===== src/rtl/seg7_scan_driver.sv =====
// rtl/seg7_scan_driver.sv - multiplexed N-digit seven-segment driver with PWM, blanking and sign
module seg7_scan_driver #(
  parameter int NUM_DIGITS = 8,
  parameter int PRESCALE   = 100000,
  parameter int LZ_BLANK   = 1
) (
  input  logic                    clk,
  input  logic                    reset,
  input  logic [4*NUM_DIGITS-1:0] upd_digits,
  input  logic                    upd_negative,
  input  logic                    upd_valid,
  output logic                    upd_ready,
  input  logic [3:0]              brightness,
  output logic [NUM_DIGITS-1:0]   anode,
  output logic [6:0]              cathode,
  output logic                    frame_start,
  output logic                    sign_ovf
);

  localparam int PSW = $clog2(PRESCALE);
  localparam int DW  = $clog2(NUM_DIGITS);

  localparam logic [6:0] SEG_MINUS = 7'b1111110;
  localparam logic [6:0] SEG_BLANK = 7'b1111111;

  logic [PSW-1:0]          ps_cnt;
  logic [DW-1:0]           dig;
  logic                    pending;
  logic [4*NUM_DIGITS-1:0] shadow_digits;
  logic                    shadow_neg;
  logic [4*NUM_DIGITS-1:0] active_digits;
  logic                    active_neg;

  logic                    ps_last;
  logic                    dig_last;
  logic                    boundary;
  logic                    transfer;

  logic [NUM_DIGITS:0]     zero_above;
  logic                    has_p;
  logic [DW-1:0]           sign_pos;
  logic [3:0]              cur_nib;
  logic                    cur_zero_above;
  logic [6:0]              glyph;
  logic [31:0]             on_limit;
  logic                    enable;

  function automatic logic [6:0] seg_decode(input logic [3:0] v);
    case (v)
      4'd0:    seg_decode = 7'b0000001;
      4'd1:    seg_decode = 7'b1001111;
      4'd2:    seg_decode = 7'b0010010;
      4'd3:    seg_decode = 7'b0000110;
      4'd4:    seg_decode = 7'b1001100;
      4'd5:    seg_decode = 7'b0100100;
      4'd6:    seg_decode = 7'b0100000;
      4'd7:    seg_decode = 7'b0001111;
      4'd8:    seg_decode = 7'b0000000;
      4'd9:    seg_decode = 7'b0000100;
      4'd10:   seg_decode = 7'b1111110;
      default: seg_decode = 7'b1111111;
    endcase
  endfunction

  assign ps_last   = (ps_cnt == PSW'(PRESCALE - 1));
  assign dig_last  = (dig == DW'(NUM_DIGITS - 1));
  assign boundary  = ps_last && dig_last;
  assign transfer  = upd_valid && !pending;
  assign upd_ready = !pending;

  // Slot prescaler and digit scan counter
  always_ff @(posedge clk) begin
    if (reset) begin
      ps_cnt <= '0;
      dig    <= '0;
    end else if (ps_last) begin
      ps_cnt <= '0;
      dig    <= dig_last ? '0 : dig + 1'b1;
    end else begin
      ps_cnt <= ps_cnt + 1'b1;
    end
  end

  // Update capture into the shadow buffer; commit to the active buffer only at frame end
  always_ff @(posedge clk) begin
    if (reset) begin
      pending       <= 1'b0;
      shadow_digits <= '0;
      shadow_neg    <= 1'b0;
      active_digits <= '0;
      active_neg    <= 1'b0;
    end else if (transfer) begin
      shadow_digits <= upd_digits;
      shadow_neg    <= upd_negative;
      pending       <= 1'b1;
    end else if (boundary && pending) begin
      active_digits <= shadow_digits;
      active_neg    <= shadow_neg;
      pending       <= 1'b0;
    end
  end

  // Zero-suffix map, minus-sign slot and glyph for the slot being scanned
  always_comb begin
    zero_above             = '0;
    zero_above[NUM_DIGITS] = 1'b1;
    for (int i = NUM_DIGITS - 1; i >= 0; i--) begin
      zero_above[i] = zero_above[i+1] && (active_digits[i*4 +: 4] == 4'd0);
    end

    has_p    = 1'b0;
    sign_pos = '0;
    for (int j = NUM_DIGITS - 1; j >= 1; j--) begin
      if (zero_above[j]) begin
        has_p    = 1'b1;
        sign_pos = DW'(j);
      end
    end

    cur_nib        = '0;
    cur_zero_above = 1'b0;
    for (int i = 0; i < NUM_DIGITS; i++) begin
      if (dig == DW'(i)) begin
        cur_nib        = active_digits[i*4 +: 4];
        cur_zero_above = zero_above[i];
      end
    end

    if (active_neg && has_p && (dig == sign_pos)) begin
      glyph = SEG_MINUS;
    end else if ((LZ_BLANK != 0) && (dig != '0) && cur_zero_above) begin
      glyph = SEG_BLANK;
    end else begin
      glyph = seg_decode(cur_nib);
    end

    on_limit = (32'(brightness) + 32'd1) * 32'(PRESCALE / 16);
    enable   = (32'(ps_cnt) < on_limit) && !ps_last;
  end

  // Registered anode/cathode strobe, frame pulse and sign overflow flag
  always_ff @(posedge clk) begin
    if (reset) begin
      anode       <= '1;
      cathode     <= SEG_BLANK;
      frame_start <= 1'b0;
      sign_ovf    <= 1'b0;
    end else begin
      anode       <= enable ? ~(NUM_DIGITS'(1) << dig) : '1;
      cathode     <= glyph;
      frame_start <= boundary;
      sign_ovf    <= active_neg && !has_p;
    end
  end

endmodule


===== config.mk =====
export PLATFORM = sky130hd
export DESIGN_NAME = seg7_scan_driver
export DESIGN_NICKNAME = d
export VERILOG_FILES = /design/src/rtl/seg7_scan_driver.sv
export SDC_FILE = /design/constraint.sdc
export NUM_CORES = 1
export LEC_CHECK = 0
export BUFFER_PORTS_ARGS = -buffer_cell sky130_fd_sc_hd__buf_2
export CORE_MARGIN = 5
export CORE_UTILIZATION = 55
export DETAILED_ROUTE_END_ITERATION = 8
export PLACE_DENSITY = 0.76
export SLEW_MARGIN = 20
export SYNTH_ARGS = -nofsm -noshare
export SYNTH_HDL_FRONTEND = slang
export SYNTH_SLANG_ARGS = --single-unit

===== constraint.sdc =====
create_clock -name clk -period 7.9 [get_ports clk]
set_clock_uncertainty 0.1 [all_clocks]
set_input_delay 1.58 -clock clk [delete_from_list [all_inputs] [get_ports clk]]
set_output_delay 1.58 -clock clk [all_outputs]
set_load 0.03 [all_outputs]

==> impl_summary.md <==
Worst hold path
In this run the most critical hold path is launched from shadow_digits[17]. The worst hold path belongs to the class flip-flop to flip-flop. The worst hold path stage count is 2. The path with the worst hold slack has its endpoint at shadow_digits[17].

Global route
The number of antenna violations at the first check in global routing is 0. Global routing used 21.4% of the available tracks across all layers. The largest net degree at the start of global routing is 78.

The wire length of the first global-routing pass is 23,000 µm. The final global-route overflow total is 0. The number of global-route vias before repair came to 4,882.

Timing
Setup repair after global routing left no endpoint under its margin. Across all setup checks in the final design, the least slack found is 1.49 ns. The hold violation total from the final report is 0.

The worst slew slack as a fraction of its limit is between 40 and 50%. The slew at the pin with the worst max-slew slack is 0.892 ns. The highest clock frequency the design can meet is 156 MHz. The fraction of the cycle the final worst path needs is between 80% and 90%. Summed over all failing endpoints, the final setup total negative slack is 0 ns. Subtracting the final worst setup slack from the clock period gives 6.41 ns. The final count of pins violating max slew is 0.

The setup violation total in the final timing report is 0.

Route
After detailed routing, the average wire length per cell comes to 14.5 µm. For this run, design rule violations remaining after detail routing come to 0. The topmost layer with routed signal wires is met4.

The detailed-routed wire length on met3 is a little under 800 µm. After the first detailed-routing iteration, the DRC count stood at approximately 370. After detailed routing, the met2 layer carries 6060 µm of wire. The final antenna-violating net count is 0. The detailed router put a total of 6190 µm of wire on met1. Wires add up to 13,200 µm. Dividing the detail-routed via count by the number of cells gives between 5 and 6. The pre-antenna-repair detailed-routing pass consisted of 5 iterations. The number of vias in the routed layout is 5,147.

CTS
Counting the buffers created by CTS gives 9. TritonCTS built the clock tree. Buffers added to address setup during post-CTS repair amount to 0. The H-tree was split into 3 levels. CTS placed an instance of clkbuf_8 at the clock tree root. The number of buffers on the longest clock path is 2. The number of hold-repair buffers added at the cts stage is 0. After clock tree synthesis, the clock-pin slew on the worst setup and hold paths is roughly 0.10 ns. Clock latency on the worst-skew pair, taken at its later pin, is 0.37 ns. CTS saw about 100 sinks. The number of gates given a new drive strength after cts is 0.

Final layout
The library cells used most frequently in the layout, excluding fill and tap cells, are nand2_1 (155), dfxtp_1 (104), a21oi_1 (93). Cells fill between 60 and 70% of the core in the end. The count of filler cells inserted in the layout is 1,001.

The final net count is 866. The share of cells above drive strength 1 is 11.9%. 0 antenna diodes ended up in the layout. The area growth from synthesis to layout is 9.14%. The most common cell after layout, fill and taps aside is nand2_1.

Critical path
Walking the worst path, the cells encountered are buf_2, ha_1, xor2_1, ha_1, xnor2_1, ha_1, ha_1, ha_1, and3b_1, o21a_1, o21a_1, o21a_1, or2_2, ha_1, nor3_1, nand3_1, a41oi_1, o31ai_1, a221oi_1, o2111ai_1. The capture instance of the worst register-to-register path is cathode[3]. The category of the critical setup timing path is input pin to flip-flop.

STA classifies the critical path startpoint as an input pin. The standard cell with the maximum stage delay on the critical path is a221oi_1. In this run the register-to-register setup slack is 3.83 ns. The number of cells on the worst reg-to-reg path is 10.

The startpoint identified for the worst register-to-register timing path is dig[2]. For the worst setup path, the data required time is 8.00 ns. The most repeated library cell on the critical path is ha_1. In this design, the stage delay of the slowest critical-path cell is 0.77 ns. At the worst endpoint, the arrival time is 6.51 ns.

STA classifies the critical path endpoint as a flip-flop. Of all nets on the critical path, the largest fanout is 8.

Run status
The run finished with clean final reports.

Pwr
The sum of internal, switching and leakage power is ~0.0011 W. The leakage power total is 2.63 nW. The ratio of total power to cell area is approximately 170 nW/µm².

The highest ir drop seen on vdd is 0.158 mV.

Synthesis
The unique cell type count in the Yosys netlist is 70. Synthesis produced 729 cells. During synthesis, Yosys emitted a total of 0 warnings. When the netlist entered floorplanning its net count stood at 830.

Summing the sequential cell areas from Yosys gives 35.1% of the chip area. The mapped netlist covers approximately 6000 µm². The number of flops mapped to enable cells by yosys is 0. The most used flip-flop cell after synthesis is dfxtp_1.

For this run, asynchronously set or reset flops after synthesis account for 0%. The mean area per synthesized cell is 8.14 µm². Counting flops and latches in the post-synthesis netlist gives 104.

Place
The pre-CTS setup slack is 1.15 ns. The HPWL reported at the end of detailed placement is 9940 µm. The final RePlAce weighted congestion is ~0.89. The number of port buffers is 57.

Floorplanning
The top-level I/O count is 58. Row generation in the floorplan step produced 38 rows. Measured along the x axis, the die boundary spans about 110 µm. The core region is about 11,000 µm². The starting utilization of the core area is between 50% and 60%.

The area of the die is 13,000 µm². The die is 114 µm tall.

Run
The count of maximum capacitance violations is 0.
==> synth_stat cells, types with 7 or more instances <==
| cell | number | area [µm²] |
|---|---|---|
| nor3_1 | 12 | 60.1 |
| clkbuf_1 | 19 | 71.3 |
| a21o_1 | 9 | 67.6 |
| nand2_1 | 156 | 586 |
| nor4_1 | 7 | 43.8 |
| xor2_1 | 12 | 105 |
| nor2_1 | 39 | 146 |
| xnor2_1 | 13 | 114 |
| inv_1 | 25 | 93.8 |
| nor3b_1 | 8 | 60.1 |
| nor2b_1 | 10 | 62.6 |
| a21oi_1 | 93 | 465 |
| nand3_1 | 14 | 70.1 |
| ha_1 | 60 | 751 |
| dfxtp_1 | 104 | 2080 |
| o211ai_1 | 10 | 75.1 |
| o21ai_0 | 18 | 90.1 |
| and3_1 | 7 | 43.8 |
==> cell type report <==
cell class              count  area (µm²)  share of cell area [%]
well taps                 140         175                    2.71
repair buffers             58         293                    4.52
inverters                  26        97.6                    1.51
clock buffers              11         131                    2.03
clock inverters             5        87.6                    1.35
multi-input cells         566        3610                    55.7
flip-flops and latches    104        2080                    32.2
==> kinds of logic (layout without fill, tap and decap cells) <==
family / after synthesis / count (layout) / share of synthesized area, %
DFF: 104 / 104 / 35.1
muxes: 6 / 6 / 1.22
xor gates and xnor gates: 25 / 25 / 3.69
and+or+nand+nor: 297 / 297 / 24.2
buffers and inverters: 59 / 100 / 4.37
adders and majority gates: 61 / 61 / 13.0
AOI/OAI and AO/OA: 177 / 177 / 18.4
==> sequential cells by signal, indices dropped and copies added, names as in the netlist <==
register,cells
pending,1
frame_start,1
cathode,7
shadow_digits,32
sign_ovf,1
dig,3
active_digits,32
ps_cnt,17
active_neg,1
shadow_neg,1
anode,8
==> critical path: cells and delay by family <==
family          cells  cell delay, ns
compound gates      7            1.91
fa+ha+maj           6            1.57
simple gates        4            0.77
xor+xnor            2            0.52
buf+inv             1            0.15
==> per-stage QoR <==
step | hold slack, ns | area [µm²] | std cells
6_report | 0.362 | 6470 | 910
2_1_floorplan | 0.318 | 5930 | 729
3_3_place_gp | 0.331 | 6240 | 894
3_5_place_dp | 0.346 | 6240 | 894
5_1_grt | 0.386 | 6470 | 910
4_1_cts | 0.363 | 6460 | 910
==> metal layers <==
| metal | GRT usage [%] | vias up |
|---|---|---|
| li1 | - | 2634 |
| met1 | 29.1 | 2355 |
| met2 | 34.2 | 141 |
| met3 | 4.51 | 17 |
| met4 | 6.41 | 0 |
| met5 | 0 | - |
==> where the power goes <==
group / internal (W) / switching (W)
logic: 0.0000810 / 0.000110
registers: 0.000537 / 0.00000736
clock network: 0.000182 / 0.000181
total: 0.000800 / 0.000298
==> how the worst max path moves through the flow <==
stage                        startpoint        to  slack, ns  cells past startpoint
after floorplan           brightness[0]  anode[1]       1.85                     19
after global routing      brightness[0]  anode[2]       1.08                     20
final                     brightness[0]  anode[2]       1.49                     20
after detailed placement  brightness[0]  anode[2]       1.15                     20
after CTS                 brightness[0]  anode[2]       1.52                     20
after global placement    brightness[0]  anode[1]       1.39                     20
No activity file was read; power rests on OpenSTA's default activity.
